### src/rtl/alarm_snooze_ctrl.sv
// Alarm life-cycle sequencer: arm, ring, snooze, stop and auto-timeout with a gated beep.
// Latency: input edges sampled at clock edge k change state/outputs right after edge k (all outputs registered).
// Backpressure: none; buttons and alarm match are edge-detected, each edge acts exactly once.
//
// Ports:
//   clk, rst_n         system clock, asynchronous active-low reset
//   minutes[5:0]       current minutes from the clock core; any change is one "tick"
//   alarm_hit          core alarm match level; only its rising edge starts a ring
//   arm                alarm enable switch (level); low forces IDLE from any state
//   snooze_btn         debounced snooze button (edge-detected)
//   stop_btn           debounced stop button (edge-detected)
//   buzzer             beep waveform, high on ring entry, toggles every BEEP_DIV cycles
//   state[1:0]         IDLE=0, ARMED=1, RINGING=2, SNOOZE=3
//   snooze_count[2:0]  snoozes used in the current alarm event
//   missed             sticky flag, set when ringing timed out unattended

module alarm_snooze_ctrl #(
    parameter int SNOOZE_MIN       = 5,   // 1..15
    parameter int RING_TIMEOUT_MIN = 10,  // 1..15
    parameter int MAX_SNOOZE       = 3,   // 0..7
    parameter int BEEP_DIV         = 16   // >= 2
) (
    input  logic       clk,
    input  logic       rst_n,
    input  logic [5:0] minutes,
    input  logic       alarm_hit,
    input  logic       arm,
    input  logic       snooze_btn,
    input  logic       stop_btn,
    output logic       buzzer,
    output logic [1:0] state,
    output logic [2:0] snooze_count,
    output logic       missed
);

    typedef enum logic [1:0] {
        ST_IDLE    = 2'd0,
        ST_ARMED   = 2'd1,
        ST_RINGING = 2'd2,
        ST_SNOOZE  = 2'd3
    } state_t;

    localparam int          BEEP_W     = $clog2(BEEP_DIV);
    localparam logic [BEEP_W-1:0] BEEP_LAST = BEEP_W'(BEEP_DIV - 1);
    localparam logic [3:0]  SNZ_RELOAD = 4'(SNOOZE_MIN);
    localparam logic [3:0]  RING_LIMIT = 4'(RING_TIMEOUT_MIN);
    localparam logic [2:0]  SNZ_MAX    = 3'(MAX_SNOOZE);

    state_t              state_q;
    logic [5:0]          minutes_q;
    logic                alarm_q;
    logic                snooze_q;
    logic                stop_q;
    logic [3:0]          ring_min;
    logic [3:0]          snz_left;
    logic [BEEP_W-1:0]   beep_cnt;
    logic                buzzer_q;
    logic [2:0]          snooze_count_q;
    logic                missed_q;

    logic                tick;
    logic                hit_rise;
    logic                snz_rise;
    logic                stop_rise;
    logic [3:0]          ring_min_inc;
    logic [BEEP_W-1:0]   beep_cnt_nxt;
    logic                buzzer_nxt;

    // Edge detectors run in every state. Because alarm_q always tracks
    // alarm_hit, arming while the match is already high produces no edge,
    // so the controller waits for the next match.
    assign tick      = (minutes != minutes_q);
    assign hit_rise  = alarm_hit  & ~alarm_q;
    assign snz_rise  = snooze_btn & ~snooze_q;
    assign stop_rise = stop_btn   & ~stop_q;

    assign ring_min_inc = ring_min + 4'd1;

    // Beep pattern while staying in RINGING: count 0..BEEP_DIV-1, flip on wrap.
    always_comb begin
        beep_cnt_nxt = beep_cnt + 1'b1;
        buzzer_nxt   = buzzer_q;
        if (beep_cnt == BEEP_LAST) begin
            beep_cnt_nxt = '0;
            buzzer_nxt   = ~buzzer_q;
        end
    end

    always_ff @(posedge clk or negedge rst_n) begin
        if (!rst_n) begin
            state_q        <= ST_IDLE;
            minutes_q      <= '0;
            alarm_q        <= 1'b0;
            snooze_q       <= 1'b0;
            stop_q         <= 1'b0;
            ring_min       <= '0;
            snz_left       <= '0;
            beep_cnt       <= '0;
            buzzer_q       <= 1'b0;
            snooze_count_q <= '0;
            missed_q       <= 1'b0;
        end else begin
            minutes_q <= minutes;
            alarm_q   <= alarm_hit;
            snooze_q  <= snooze_btn;
            stop_q    <= stop_btn;

            // Clear first; a timeout in the same cycle overrides below.
            if (stop_rise || !arm) begin
                missed_q <= 1'b0;
            end

            case (state_q)
                ST_IDLE: begin
                    if (arm) begin
                        state_q <= ST_ARMED;
                    end
                end

                ST_ARMED: begin
                    if (!arm) begin
                        state_q <= ST_IDLE;
                    end else if (hit_rise) begin
                        state_q        <= ST_RINGING;
                        snooze_count_q <= '0;
                        ring_min       <= '0;
                        beep_cnt       <= '0;
                        buzzer_q       <= 1'b1;
                    end
                end

                ST_RINGING: begin
                    if (!arm) begin
                        state_q  <= ST_IDLE;
                        buzzer_q <= 1'b0;
                    end else if (stop_rise) begin
                        state_q        <= ST_ARMED;
                        snooze_count_q <= '0;
                        buzzer_q       <= 1'b0;
                    end else if (snz_rise) begin
                        if (snooze_count_q < SNZ_MAX) begin
                            state_q        <= ST_SNOOZE;
                            snooze_count_q <= snooze_count_q + 3'd1;
                            snz_left       <= SNZ_RELOAD;
                            buzzer_q       <= 1'b0;
                        end else begin
                            // Snooze budget used up: keep ringing, timeout
                            // progress is preserved and the edge consumes any tick.
                            beep_cnt <= beep_cnt_nxt;
                            buzzer_q <= buzzer_nxt;
                        end
                    end else begin
                        beep_cnt <= beep_cnt_nxt;
                        buzzer_q <= buzzer_nxt;
                        if (tick) begin
                            if (ring_min_inc == RING_LIMIT) begin
                                state_q        <= ST_ARMED;
                                missed_q       <= 1'b1;
                                snooze_count_q <= '0;
                                buzzer_q       <= 1'b0;
                            end else begin
                                ring_min <= ring_min_inc;
                            end
                        end
                    end
                end

                ST_SNOOZE: begin
                    // A new alarm match while snoozing is deliberately ignored.
                    if (!arm) begin
                        state_q <= ST_IDLE;
                    end else if (stop_rise) begin
                        state_q        <= ST_ARMED;
                        snooze_count_q <= '0;
                    end else if (tick) begin
                        snz_left <= snz_left - 4'd1;
                        if (snz_left == 4'd1) begin
                            state_q  <= ST_RINGING;
                            ring_min <= '0;
                            beep_cnt <= '0;
                            buzzer_q <= 1'b1;
                        end
                    end
                end

                default: state_q <= ST_IDLE;
            endcase
        end
    end

    assign state        = state_q;
    assign buzzer       = buzzer_q;
    assign snooze_count = snooze_count_q;
    assign missed       = missed_q;

endmodule

### config.mk
export PLATFORM = sky130hd
export DESIGN_NAME = alarm_snooze_ctrl
export DESIGN_NICKNAME = d
export VERILOG_FILES = /design/src/rtl/alarm_snooze_ctrl.sv
export SDC_FILE = /design/constraint.sdc
export NUM_CORES = 1
export LEC_CHECK = 0
export ABC_AREA = 1
export CORE_AREA = 2 2 70 72
export CTS_CLUSTER_SIZE = 25
export DETAILED_ROUTE_END_ITERATION = 8
export DIE_AREA = 0 0 72 74
export GPL_TIMING_DRIVEN = 0
export PLACE_DENSITY_LB_ADDON = 0.3
export SYNTH_ARGS = -nofsm -noshare
export SYNTH_HDL_FRONTEND = slang
export SYNTH_SLANG_ARGS = --single-unit
export TNS_END_PERCENT = 5
### constraint.sdc
create_clock -name clk -period 3.4 [get_ports clk]
set_input_delay 0.51 -clock clk [delete_from_list [all_inputs] [get_ports clk]]
set_output_delay 0.51 -clock clk [all_outputs]
set_load 0.03 [all_outputs]
==> impl_metrics.yaml, run 1 <==
floorplanning:
  io_pins: 19
  fp.dieArea_um2: 5330
  die_w_um: 72
  start_util_pct: 38.1
  rows: 25
  core_um2: 4600
  die_h_um: 74
worst_setup_path:
  path_class: "reg -> out"
  start_kind: "register"
  critPathBufInv: 1
  slowest_delay_ns: 0.73
  arrival_ns: 1.54
  crit_chain: "clkdlybuf4s50_1"
  cp.required_ns: 2.89
  cp_slowest_cell: "clkdlybuf4s50_1"
  cp_max_fo: 8
  cp-end-kind: "primary output"
  path_delay_family: "buffers and inverters"
cells_and_area:
  n_antenna_cell: 0
  syn2layout_area_growth_pct: 17.9
  nets: 276
  layout_common_cells: "72 x nand2_1, 31 x inv_1, 28 x dfrtp_1"
  multi_input_area_um2: 910
  fillers: 452
  final_common_cell: "nand2_1"
  register_area_um2: 701
  stdcell_count: 311
  layout-drive-gt1-share_pct: 12.5
place:
  hpwl_um: 2530
  dp_cells: 307
  place.gp.congestion: 0.828
  port_buffers: 18
sta:
  slew-limit-headroom_pct: 58.7
  fin_crit_sh_pct: 60.4
  tightest_slew_ns: 0.620
  report.final.slew_viol_count: 0
  finalSetupTns_ns: 0
  fmax_mhz: 487
  finalHoldViolations: 0
  rsz0062_at_grt: "false"
  setup_viol: 0
  finClkSkew_ns: 0.00340
  min_period_ns: 2.05
detailed_routing:
  drt_iter0_markers: 72
  via_per_inst: 4.76
  drtAntennaViolNets: 0
  remaining_drc_errors: 0
  vias: 1479
  drt-total-wl_um: 3500
  avgRoutedWirePerCell_um: 11.3
  drtPass1Iterations: 4
grt:
  grt_pass1_wl_um: 6110
  grt_max_degree: 29
  grt-ovfl-total: 0
  gr-usage-all-layers_pct: 14.3
  grt_pass1_vias: 1418
  antenna_found_initial: 0
synth:
  syn_inst: 235
  ys_seq_area_share_pct: 40.0
  synth_cell_types: 29
  synth_largest_area_cell: "dfrtp_1"
  synth_top_area_share_pct: 40.0
  synthesis.nets: 253
  avgSynthCellArea_um2: 7.45
  yosys_warnings: 0
  ys_ff_latch: 28
  syn_area_um2: 1750
  synth_area_leaders: "dfrtp_1 40%, nand2_1 15%, inv_1 6.6%, nor2_1 4.7%, ha_1 4.3%"
pwr:
  vdd_drop_max_uv: 380
  p_leak_uw: 0.00108
  p_per_area_nw_per_um2: 672
hold_path:
  min_path_type: "in -> async"
clocking:
  clk_latency_ns: 0.28
  cts_resized: 0
  cts_max_path_buffers: 2
  numCtsBuffers: 3
  root_buffer: "clkbuf_8"
  cts_tree: "yes"
  postCtsHoldBufs: 0
  tritoncts_num_sinks: 28
  clk_pin_slew_ns: 0.10
  cts_setup_buffers: 0
  cts_max_level: 1
run_status:
  status: "finished, final reports clean"
run:
  drv_cap: 0
## final timing paths
kind | start | end | slack, ns | cells after the start
setup / recovery | state[1]$_DFFE_PN0P_ | state[1] | 1.35 | 1
hold / removal | rst_n | minutes_q[5]$_DFF_PN0_ | 0.23 | 1
setup reg to reg | ring_min[0]$_DFFE_PN0P_ | snooze_count[1]$_DFFE_PN0P_ | 1.49 | 9
hold reg to reg | snz_left[1]$_DFFE_PN0P_ | snz_left[1]$_DFFE_PN0P_ | 0.51 | 2
max in group asynchronous | rst_n | snz_left[3]$_DFFE_PN0P_ | 2.76 | 1
min in group clk | snz_left[1]$_DFFE_PN0P_ | snz_left[1]$_DFFE_PN0P_ | 0.51 | 2
## through the flow
stage	hold slack [ns]	worst slack, ns	util, %	instance area, um^2	power (uW)
final	0.234	1.35	44.9	2060	1390
after global routing	0.286	1.28	44.9	2060	1510
after CTS	0.505	1.35	45.0	2070	1400
after detailed placement	0.480	1.24	43.5	2000	1130
after global placement	0.478	1.23	43.5	2000	1120
after floorplan	0.214	1.83	-	1750	952
## layout make-up
| cell class | count | area share [%] |
|---|---|---|
| Buffer | 1 | 0.364 |
| Multi-Input combinational cell | 172 | 44.1 |
| Sequential cell | 28 | 33.9 |
| Timing Repair Buffer | 18 | 8.48 |
| Inverter | 34 | 6.42 |
| Clock inverter | 1 | 1.45 |
| Tap cell | 54 | 3.27 |
| Clock buffer | 3 | 2.00 |
## kinds of logic after synthesis
kind of cell	after synthesis	share of synthesized area (%)
DFF	28	40.0
xor gates and xnor gates	6	3.00
AOI/OAI and AO/OA	22	7.15
buffers and inverters	35	8.01
adders and majority gates	6	4.29
and+or+nand+nor	138	37.5
## registers in the layout (all words and copies together), names as in the netlist
name	cells
alarm_q	1
beep_cnt	4
missed	1
stop_q	1
state	2
snooze_count	3
snz_left	4
snooze_q	1
minutes_q	6
ring_min	4
buzzer	1
## power by group
| group | internal (uW) | total, uW | switching (uW) | leakage [uW] |
|---|---|---|---|---|
| Sequential | 400 | 479 | 79.9 | 0.000360 |
| Clock | 158 | 264 | 107 | 0.0000357 |
| Combinational | 241 | 643 | 402 | 0.000687 |
| Total | 798 | 1390 | 589 | 0.00108 |
## metal layers
| layer | vias up | track usage (%) | share of wire (%) |
|---|---|---|---|
| li1 | 786 | - | - |
| met1 | 670 | 18.4 | 49 |
| met2 | 21 | 24.5 | 45 |
| met3 | 2 | 3.52 | 4.7 |
| met4 | 0 | 3.14 | 0.83 |
| met5 | - | 0 | 0 |
## synth_stat cells
| cell | count |
|---|---|
| a21boi_0 | 1 |
| a21o_1 | 1 |
| a21oi_1 | 7 |
| and3_1 | 1 |
| buf_4 | 1 |
| dfrtp_1 | 28 |
| ha_1 | 6 |
| inv_1 | 31 |
| inv_2 | 2 |
| inv_6 | 1 |
| nand2_1 | 72 |
| nand2_2 | 9 |
| nand2_4 | 1 |
| nand3_1 | 10 |
| nand3_2 | 2 |
| nand3b_1 | 2 |
| nand4_1 | 10 |
| nand4_2 | 1 |
| nor2_1 | 22 |
| nor2_2 | 3 |
| nor2_4 | 2 |
| nor3_4 | 1 |
| o21a_1 | 1 |
| o21ai_0 | 6 |
| o21ai_1 | 4 |
| o21ai_2 | 2 |
| or2_2 | 2 |
| xnor2_1 | 2 |
| xor2_1 | 4 |
Power figures use the tool's default switching activity.
==> run 2, diff against run 1 <==
==> constraint.sdc (replaced) <==
create_clock -name clk -period 2 [get_ports clk]
set_input_delay 0.3 -clock clk [delete_from_list [all_inputs] [get_ports clk]]
set_output_delay 0.3 -clock clk [all_outputs]
set_load 0.03 [all_outputs]
==> run 2 against run 1 <==
Compared with the run above:
- first-iteration DRC count fell by 32%
- global-route usage unchanged
- flip-flop and latch count is the same
- worst setup slack worse by 1.2 ns
- combinational power is 71% higher
- clock power is 71% higher
- count of clock-buffer cells in the layout is the same
- die area is the same
- highest routed layer unchanged
- utilization rose by 0.054 points
- worst hold slack worse by 0.21 ns
- final cell count is the same
==> impl_metrics.yaml, run 2 (synthesized netlist as in run 1, its figures left out) <==
floorplanning:
  io_pins: 19
  rows: 25
  die_h_um: 74
  fp.dieArea_um2: 5330
  die_w_um: 72
  core_um2: 4600
  start_util_pct: 38.1
pwr:
  vdd_drop_max_uv: 647
  p_sw_uw: 1010
  power.total_uw: 2360
  power_frac_clock_pct: 19.1
  p_leak_uw: 0.00108
  p_int_uw: 1360
  p_per_area_nw_per_um2: 1140
  swShare_pct: 42.6
  combPwrFrac_pct: 46.5
  power_frac_seq_pct: 34.5
clocking:
  cts_tree: "yes"
  root_buffer: "clkbuf_8"
  cts_max_path_buffers: 2
  numCtsBuffers: 3
  clk_pin_slew_ns: 0.10
  cts_max_level: 1
  postCtsHoldBufs: 0
  tritoncts_num_sinks: 28
  clk_latency_ns: 0.28
sta:
  report.final.slew_viol_count: 0
  slew-limit-headroom_pct: 58.6
  tightest_slew_ns: 0.620
  setup_viol: 0
  finalHoldViolations: 0
  fmax_mhz: 543
  min_period_ns: 1.84
  worst_slack_ns: 0.157
  rsz0062_at_grt: "false"
  fin_crit_sh_pct: 92.1
  finalSetupTns_ns: 0
  finClkSkew_ns: 0.00382
cells_and_area:
  largest_reg_flops: 6
  syn2layout_area_growth_pct: 18.1
  largest-register: "minutes_q"
  layout_common_cells: "72 x nand2_1, 31 x inv_1, 28 x dfrtp_1"
  n_antenna_cell: 0
  layout-drive-gt1-share_pct: 12.8
  final_common_cell: "nand2_1"
  nets: 276
  stdcell_count: 311
  postLayoutCellArea_um2: 2070
detailed_routing:
  drtAntennaViolNets: 0
  wl_met1_um: 1720
  vias: 1485
  top_layer_used: "met4"
  remaining_drc_errors: 0
  drt_iter0_markers: 49
  drt-total-wl_um: 3510
  wl_met2_um: 1600
  drtPass1Iterations: 4
  avgRoutedWirePerCell_um: 11.3
  wl_met3_um: 173
  via_per_inst: 4.77
worst_setup_path:
  arrival_ns: 1.54
  cp-end-kind: "primary output"
  path_class: "reg -> out"
  critPathBufInv: 1
  cp.required_ns: 1.70
  r2r-start: "ring_min[0]$_DFFE_PN0P_"
  cp_slowest_cell: "clkdlybuf4s50_1"
  path_delay_family: "buffers and inverters"
  cp_max_fo: 8
  regToRegSetupSlack_ns: 0.23
  r2r_end: "snooze_count[1]$_DFFE_PN0P_"
  start_kind: "register"
  slowest_delay_ns: 0.73
  crit_chain: "clkdlybuf4s50_1"
  reg2regPathDepth: 9
grt:
  grt_pass1_wl_um: 6110
  grt_max_degree: 29
  grt-ovfl-total: 0
  gr-usage-all-layers_pct: 14.3
  antenna_found_initial: 0
  grt_pass1_vias: 1418
place:
  port_buffers: 18
  postPlaceCellArea_um2: 2000
  place.gp.congestion: 0.828
  dp_cells: 307
  hpwl_um: 2530
  dp_slack_ns: 0.0510
hold_path:
  min_path_type: "in -> async"
run:
  drv_cap: 0
run_status:
  status: "finished, final reports clean"
run 2: cell counts in the layout (fill, tap and decap cells not counted):
Identical to the previous run, type by type.
run 2: power groups by stage:
| stage | Combinational, uW | Sequential (uW) | Clock (uW) |
|---|---|---|---|
| after floorplan | 728 | 891 | 0 |
| after global placement | 1090 | 822 | 0 |
| after detailed placement | 1100 | 820 | 0 |
| after CTS | 1100 | 810 | 466 |
| after global routing | 1230 | 832 | 497 |
| final | 1100 | 815 | 451 |
run 2: worst max-delay path by stage:
stage,startpoint,end,slack [ns],cells after the start
global placement,arm,ring_min[3]$_DFFE_PN0P_,0.04,8
global route,ring_min[0]$_DFFE_PN0P_,snooze_count[2]$_DFFE_PN0P_,0.06,9
CTS,ring_min[0]$_DFFE_PN0P_,snooze_count[1]$_DFFE_PN0P_,0.1,9
detailed placement,minutes[3],ring_min[0]$_DFFE_PN0P_,0.05,10
finish,state[1]$_DFFE_PN0P_,state[1],0.16,1
floorplan,state[0]$_DFFE_PN0P_,ring_min[0]$_DFFE_PN0P_,0.43,9
run 2: per-layer routing:
layer / GRT usage, % / vias to the layer above
met4: 3.14 / 0
li1: - / 787
met2: 24.5 / 24
met5: 0 / -
met3: 3.52 / 2
met1: 18.4 / 672
run 2: metrics by stage:
step	util (%)	hold slack (ns)
after floorplan	-	0.00441
after global routing	45.0	0.0759
after CTS	45.0	0.488
after detailed placement	43.5	0.480
after global placement	43.5	0.478
final	45.0	0.0234
run 2: final cells by class:
| type | instances | area, um^2 |
|---|---|---|
| clock buffers | 3 | 41.3 |
| well taps | 54 | 67.6 |
| flip-flops and latches | 28 | 701 |
| fillers | 450 | 2530 |
| multi-input cells | 172 | 912 |
| clock inverters | 1 | 30.0 |
| inverters | 34 | 133 |
| repair buffers | 18 | 175 |
| plain buffers | 1 | 7.51 |
run 2: repair_timing:
item / CTS / global route
setup buffers: 0 / 0
endpoints found under the setup margin: 0 / 3
gates resized for setup: 0 / 2
==> RTL change 1, RTL diff (config.mk and constraints of run 2) <==
Reset style: synchronous (`rst_n`), changed in one clocked block. Comments in the files are not updated.
--- a/src/rtl/alarm_snooze_ctrl.sv
+++ b/src/rtl/alarm_snooze_ctrl.sv
@@ -86,7 +86,7 @@
         end
     end
 
-    always_ff @(posedge clk or negedge rst_n) begin
+    always_ff @(posedge clk) begin
         if (!rst_n) begin
             state_q        <= ST_IDLE;
             minutes_q      <= '0;
Formal check against the unedited RTL: differs if rst_n is asserted again (counterexample within 4 cycles, from zero or initial values and one cycle with rst_n low); with rst_n held inactive, the same outputs for 10 cycles.
==> RTL change 1 against run 2 <==
  * Setup slack got worse by 17 ps
  * Critical path type unchanged
  * Synthesized area is 3.4% higher
  * Non-clock buffer count increased by 1
  * Design area increased by 2.5%
  * Core utilization rose by 1.1 points
  * Worst hold slack better by 370 ps
  * Sequential cell count is the same
  * Wire length is 1.2% lower
  * Highest routed layer unchanged
  * Clock skew down 1.0 ps
  * Total power is 6.4% lower
  * Critical path depth unchanged
  * Sequential power fell by 2.9%
==> RTL change 1: results <==
{
  "antenna_cells": 0,
  "hold_slack_ps": 398,
  "ctsLongestPathBuffers": 2,
  "final.setup_skew_ps": 2.82,
  "wl_per_cell_um": 9.98,
  "clkTransAtPathRegs_ps": 100,
  "ir_drop_uv": 532,
  "reg2reg_from": "state[0]",
  "cts_resized": 0,
  "worst-path-max-fanout": 6,
  "synth_cells": 273,
  "ys_seq_area_share_pct": 31.0,
  "post_dp_cell_area_um2": 2050,
  "ys_top_cells_by_count": "nand2_1, inv_1, nor2_1, dfxtp_1, nand3_1",
  "critPathLaunch": "state[1]",
  "top_layer": "met4",
  "fin_cells": 348,
  "p_leak_nw": 0.981,
  "dp_cells": 344,
  "gp_congestion": 0.860,
  "wl_met1_mm": 1.69,
  "cts_buffers": 3,
  "crit_slowest_cell": "clkdlybuf4s50_1",
  "nets": 313,
  "grt_pass1_vias": 1447,
  "via_count": 1595,
  "antenna_found_initial": 0,
  "hold_start": "rst_n",
  "hp-class": "in -> reg",
  "worstSkewPairLatency_ps": 280,
  "htree_num_levels": 1,
  "top_register": "minutes_q",
  "portBuffers": 17,
  "grt_usage_pct": 14.7,
  "netlist-cell-type-count": 31,
  "grt_first_pass_wirelength_mm": 6.17,
  "grt_start_max_net_pins": 17,
  "drive_gt1_share_pct": 11.9,
  "hpwl_mm": 2.77,
  "tightest_slew_ps": 524,
  "largest_reg_flops": 6,
  "firstDrtPassIters": 4,
  "ys.flop_type": "dfxtp_1",
  "synthTopCellsByArea": "dfxtp_1, nand2_1, inv_1",
  "crit_arrival_ps": 1560,
  "cts_setup_buffers": 0,
  "met2WireLength_mm": 1.62,
  "syn_nets": 291,
  "drtIter0Drc": 65,
  "cp_top_family": "buffers and inverters",
  "outcome": "completed",
  "dr_wl_met3_um": 109,
  "async_reset_ff_share_pct": 0,
  "clockRootBuffer": "clkbuf_8",
  "r2r_slack_ps": 350
}
## RTL change 1: cell types whose count changed after synthesis, sizes merged, moves of 3 or more
cell    before  now
dfxtp        0   28
a21oi        7   15
dfrtp       28    0
nor2        27   35
nand3       12   21
nand4       11    4
nor3         1    4
nand2       82   77
inv         34   56
clkbuf       0    3
## RTL change 1: cell type report
class	count	area, um2
timing repair buffer	17	170
tap	54	67.6
clock buffer	3	41.3
fill	506	2480
multi-input combinational	186	1020
clock inverter	1	30.0
sequential	28	561
inverter	56	215
buffer	3	11.3
## RTL change 1: metal layers
metal	vias to the layer above	GRT usage, %
li1	878	-
met1	692	18.2
met5	-	0
met4	0	5.66
met2	21	26.4
met3	4	1.63
## RTL change 1: cell families after synthesis
family,count (synthesis),share of synthesized area [%]
flip-flops,28,31.0
AO/OA/AOI/OAI,29,11.3
XOR/XNOR,6,2.90
buffers and inverters,59,12.5
AND/OR/NAND/NOR,145,38.2
adder cells (fa/ha/maj),6,4.15
## RTL change 1: where the power goes
group | leakage (nW) | switching, W | total, W | internal [W]
sequential | 0.230 | 0.000132 | 0.000791 | 0.000659
combinational | 0.715 | 0.000598 | 0.000966 | 0.000368
clock | 0.0357 | 0.000187 | 0.000455 | 0.000268
## RTL change 1: per-stage QoR
| step | setup TNS (ps) | total power (W) | setup WS, ps |
|---|---|---|---|
| 6_report | 0 | 0.00221 | 140 |
| 5_1_grt | 0 | 0.00241 | 74.3 |
| 4_1_cts | 0 | 0.00224 | 125 |
| 3_5_place_dp | -13.6 | 0.00178 | -13.6 |
| 3_3_place_gp | 0 | 0.00176 | 5.92 |
| 2_1_floorplan | 0 | 0.00154 | 407 |
## RTL change 1: final timing paths
path / cells after the start / end
min reg2reg: 2 / missed
max: 1 / state[1]
min: 3 / ring_min[3]
max reg2reg: 9 / state[1]
==> RTL change 2, RTL diff (config.mk and constraints of run 2) <==
Made on the original files. Change the parameter `BEEP_DIV` from 16 to 8.
--- a/src/rtl/alarm_snooze_ctrl.sv
+++ b/src/rtl/alarm_snooze_ctrl.sv
@@ -18,7 +18,7 @@
     parameter int SNOOZE_MIN       = 5,   // 1..15
     parameter int RING_TIMEOUT_MIN = 10,  // 1..15
     parameter int MAX_SNOOZE       = 3,   // 0..7
-    parameter int BEEP_DIV         = 16   // >= 2
+    parameter int BEEP_DIV         = 8   // >= 2
 ) (
     input  logic       clk,
     input  logic       rst_n,
Behaviour: no difference found for any inputs over 10 cycles, from zero or initial values and one cycle with rst_n low; that may be too few to reach the edited logic, so the function may still have changed.
==> RTL change 2 against run 2 <==
  * First-iteration DRC count grew 16%
  * Synthesized area fell by 6.9%
  * Wire length decreased by 7.6%
  * Setup slack better by 35 ps
  * Total power shrank 12%
  * Sequential share of layout area rose by 1.5 points
  * Sequential cell count down 1
  * Die area is the same
  * Design area fell by 7.6%
  * Critical endpoint unchanged
  * Largest cell class unchanged
  * Highest routed layer unchanged
==> RTL change 2: results <==
{
  "outcome": "completed",
  "firstDrtPassIters": 4,
  "hpwl_mm": 2.46,
  "clockRootBuffer": "clkbuf_8",
  "nets": 259,
  "ir_drop_uv": 501,
  "antenna_cells": 0,
  "antenna_found_initial": 0,
  "cp_top_family": "buffers and inverters",
  "crit_slowest_cell": "clkdlybuf4s50_1",
  "wl_met1_mm": 1.59,
  "cts_buffers": 3,
  "use_met1_pct": 18.0,
  "detail-route-antenna-nets": 0,
  "grt_start_max_net_pins": 28,
  "reg2reg_from": "ring_min[0]",
  "syn_nets": 237,
  "cts_setup_buffers": 0,
  "gp_congestion": 0.848,
  "ctsLongestPathBuffers": 2,
  "synthTopCellsByArea": "dfrtp_1, nand2_1, inv_1",
  "relSlewSlack_pct": 59.1,
  "async_reset_ff_share_pct": 100,
  "portBuffers": 17,
  "grtUsageMet2_pct": 22.5,
  "yosys_warnings": 0,
  "drive_gt1_share_pct": 9.62,
  "clkTransAtPathRegs_ps": 100,
  "drtIter0Drc": 57,
  "p_int_w": 0.00116,
  "grt_usage_pct": 13.4,
  "dr_wl_met3_um": 105,
  "p_leak_nw": 0.987,
  "grt_first_pass_wirelength_mm": 5.73,
  "ys.flop_type": "dfrtp_1",
  "ys_seq_area_share_pct": 41.5,
  "wirelength_mm": 3.25,
  "crit_arrival_ps": 1510,
  "netlist-cell-type-count": 25,
  "via_count": 1389,
  "top_layer": "met4",
  "final.setup_skew_ps": 9.18,
  "ys_top_cells_by_count": "nand2_1, inv_1, dfrtp_1, nor2_1, nand3_1",
  "met2WireLength_mm": 1.51,
  "use_met3_pct": 2.30,
  "drc": 0,
  "reg_top3": "minutes_q: 6 flops, ring_min: 4 flops, snz_left: 4 flops",
  "worstSkewPairLatency_ps": 280,
  "worstRegToRegCells": 10,
  "htree_num_levels": 1,
  "cts_resized": 0,
  "grt_pass1_vias": 1307,
  "worst-path-max-fanout": 7,
  "critPathLaunch": "state[1]",
  "slowest_delay_ps": 730,
  "dp_worst_setup_slack_ps": -33.1,
  "hp-class": "in -> async"
}
[RTL change 2: area by class of cell]
type | count | area, um2
Buffer | 1 | 5.00
Clock buffer | 3 | 41.3
Clock inverter | 1 | 7.51
Fill cell | 476 | 2690
Inverter | 34 | 128
Multi-Input combinational cell | 156 | 821
Sequential cell | 27 | 676
Tap cell | 54 | 67.6
Timing Repair Buffer | 17 | 165
[RTL change 2: per-stage QoR]
stage	total power [W]	hold WS, ps	setup TNS, ps	cell area, um2	instances
2_1_floorplan	0.00150	4.41	0	1630	218
3_3_place_gp	0.00177	467	0	1870	289
3_5_place_dp	0.00178	483	-75.9	1870	289
4_1_cts	0.00210	451	0	1920	293
5_1_grt	0.00228	67.6	0	1910	293
6_report	0.00208	23.1	0	1910	293
[RTL change 2: worst paths after layout]
| path | to | slack [ps] |
|---|---|---|
| max in group asynchronous | alarm_q | 1580 |
| hold reg to reg | snz_left[2] | 500 |
| hold / removal | stop_q | 20 |
| min in group clk | missed | 460 |
| setup / recovery | state[1] | 190 |
| setup reg to reg | ring_min[2] | 320 |
[RTL change 2: power by group through the flow]
stage	Clock, W	Sequential, W	Combinational, W
global placement	0	0.000792	0.000979
finish	0.000319	0.000781	0.000981
floorplan	0	0.000863	0.000635
CTS	0.000329	0.000785	0.000990
global route	0.000356	0.000803	0.00112
detailed placement	0	0.000794	0.000985
[RTL change 2: cells by family after synthesis]
group                      after synthesis  synth area share [%]
AOI/OAI and AO/OA                       24                  8.91
xor gates and xnor gates                 3                  1.61
adders and majority gates                7                  5.38
DFF                                     27                  41.5
buffers and inverters                   35                  8.14
and+or+nand+nor                        122                  34.5
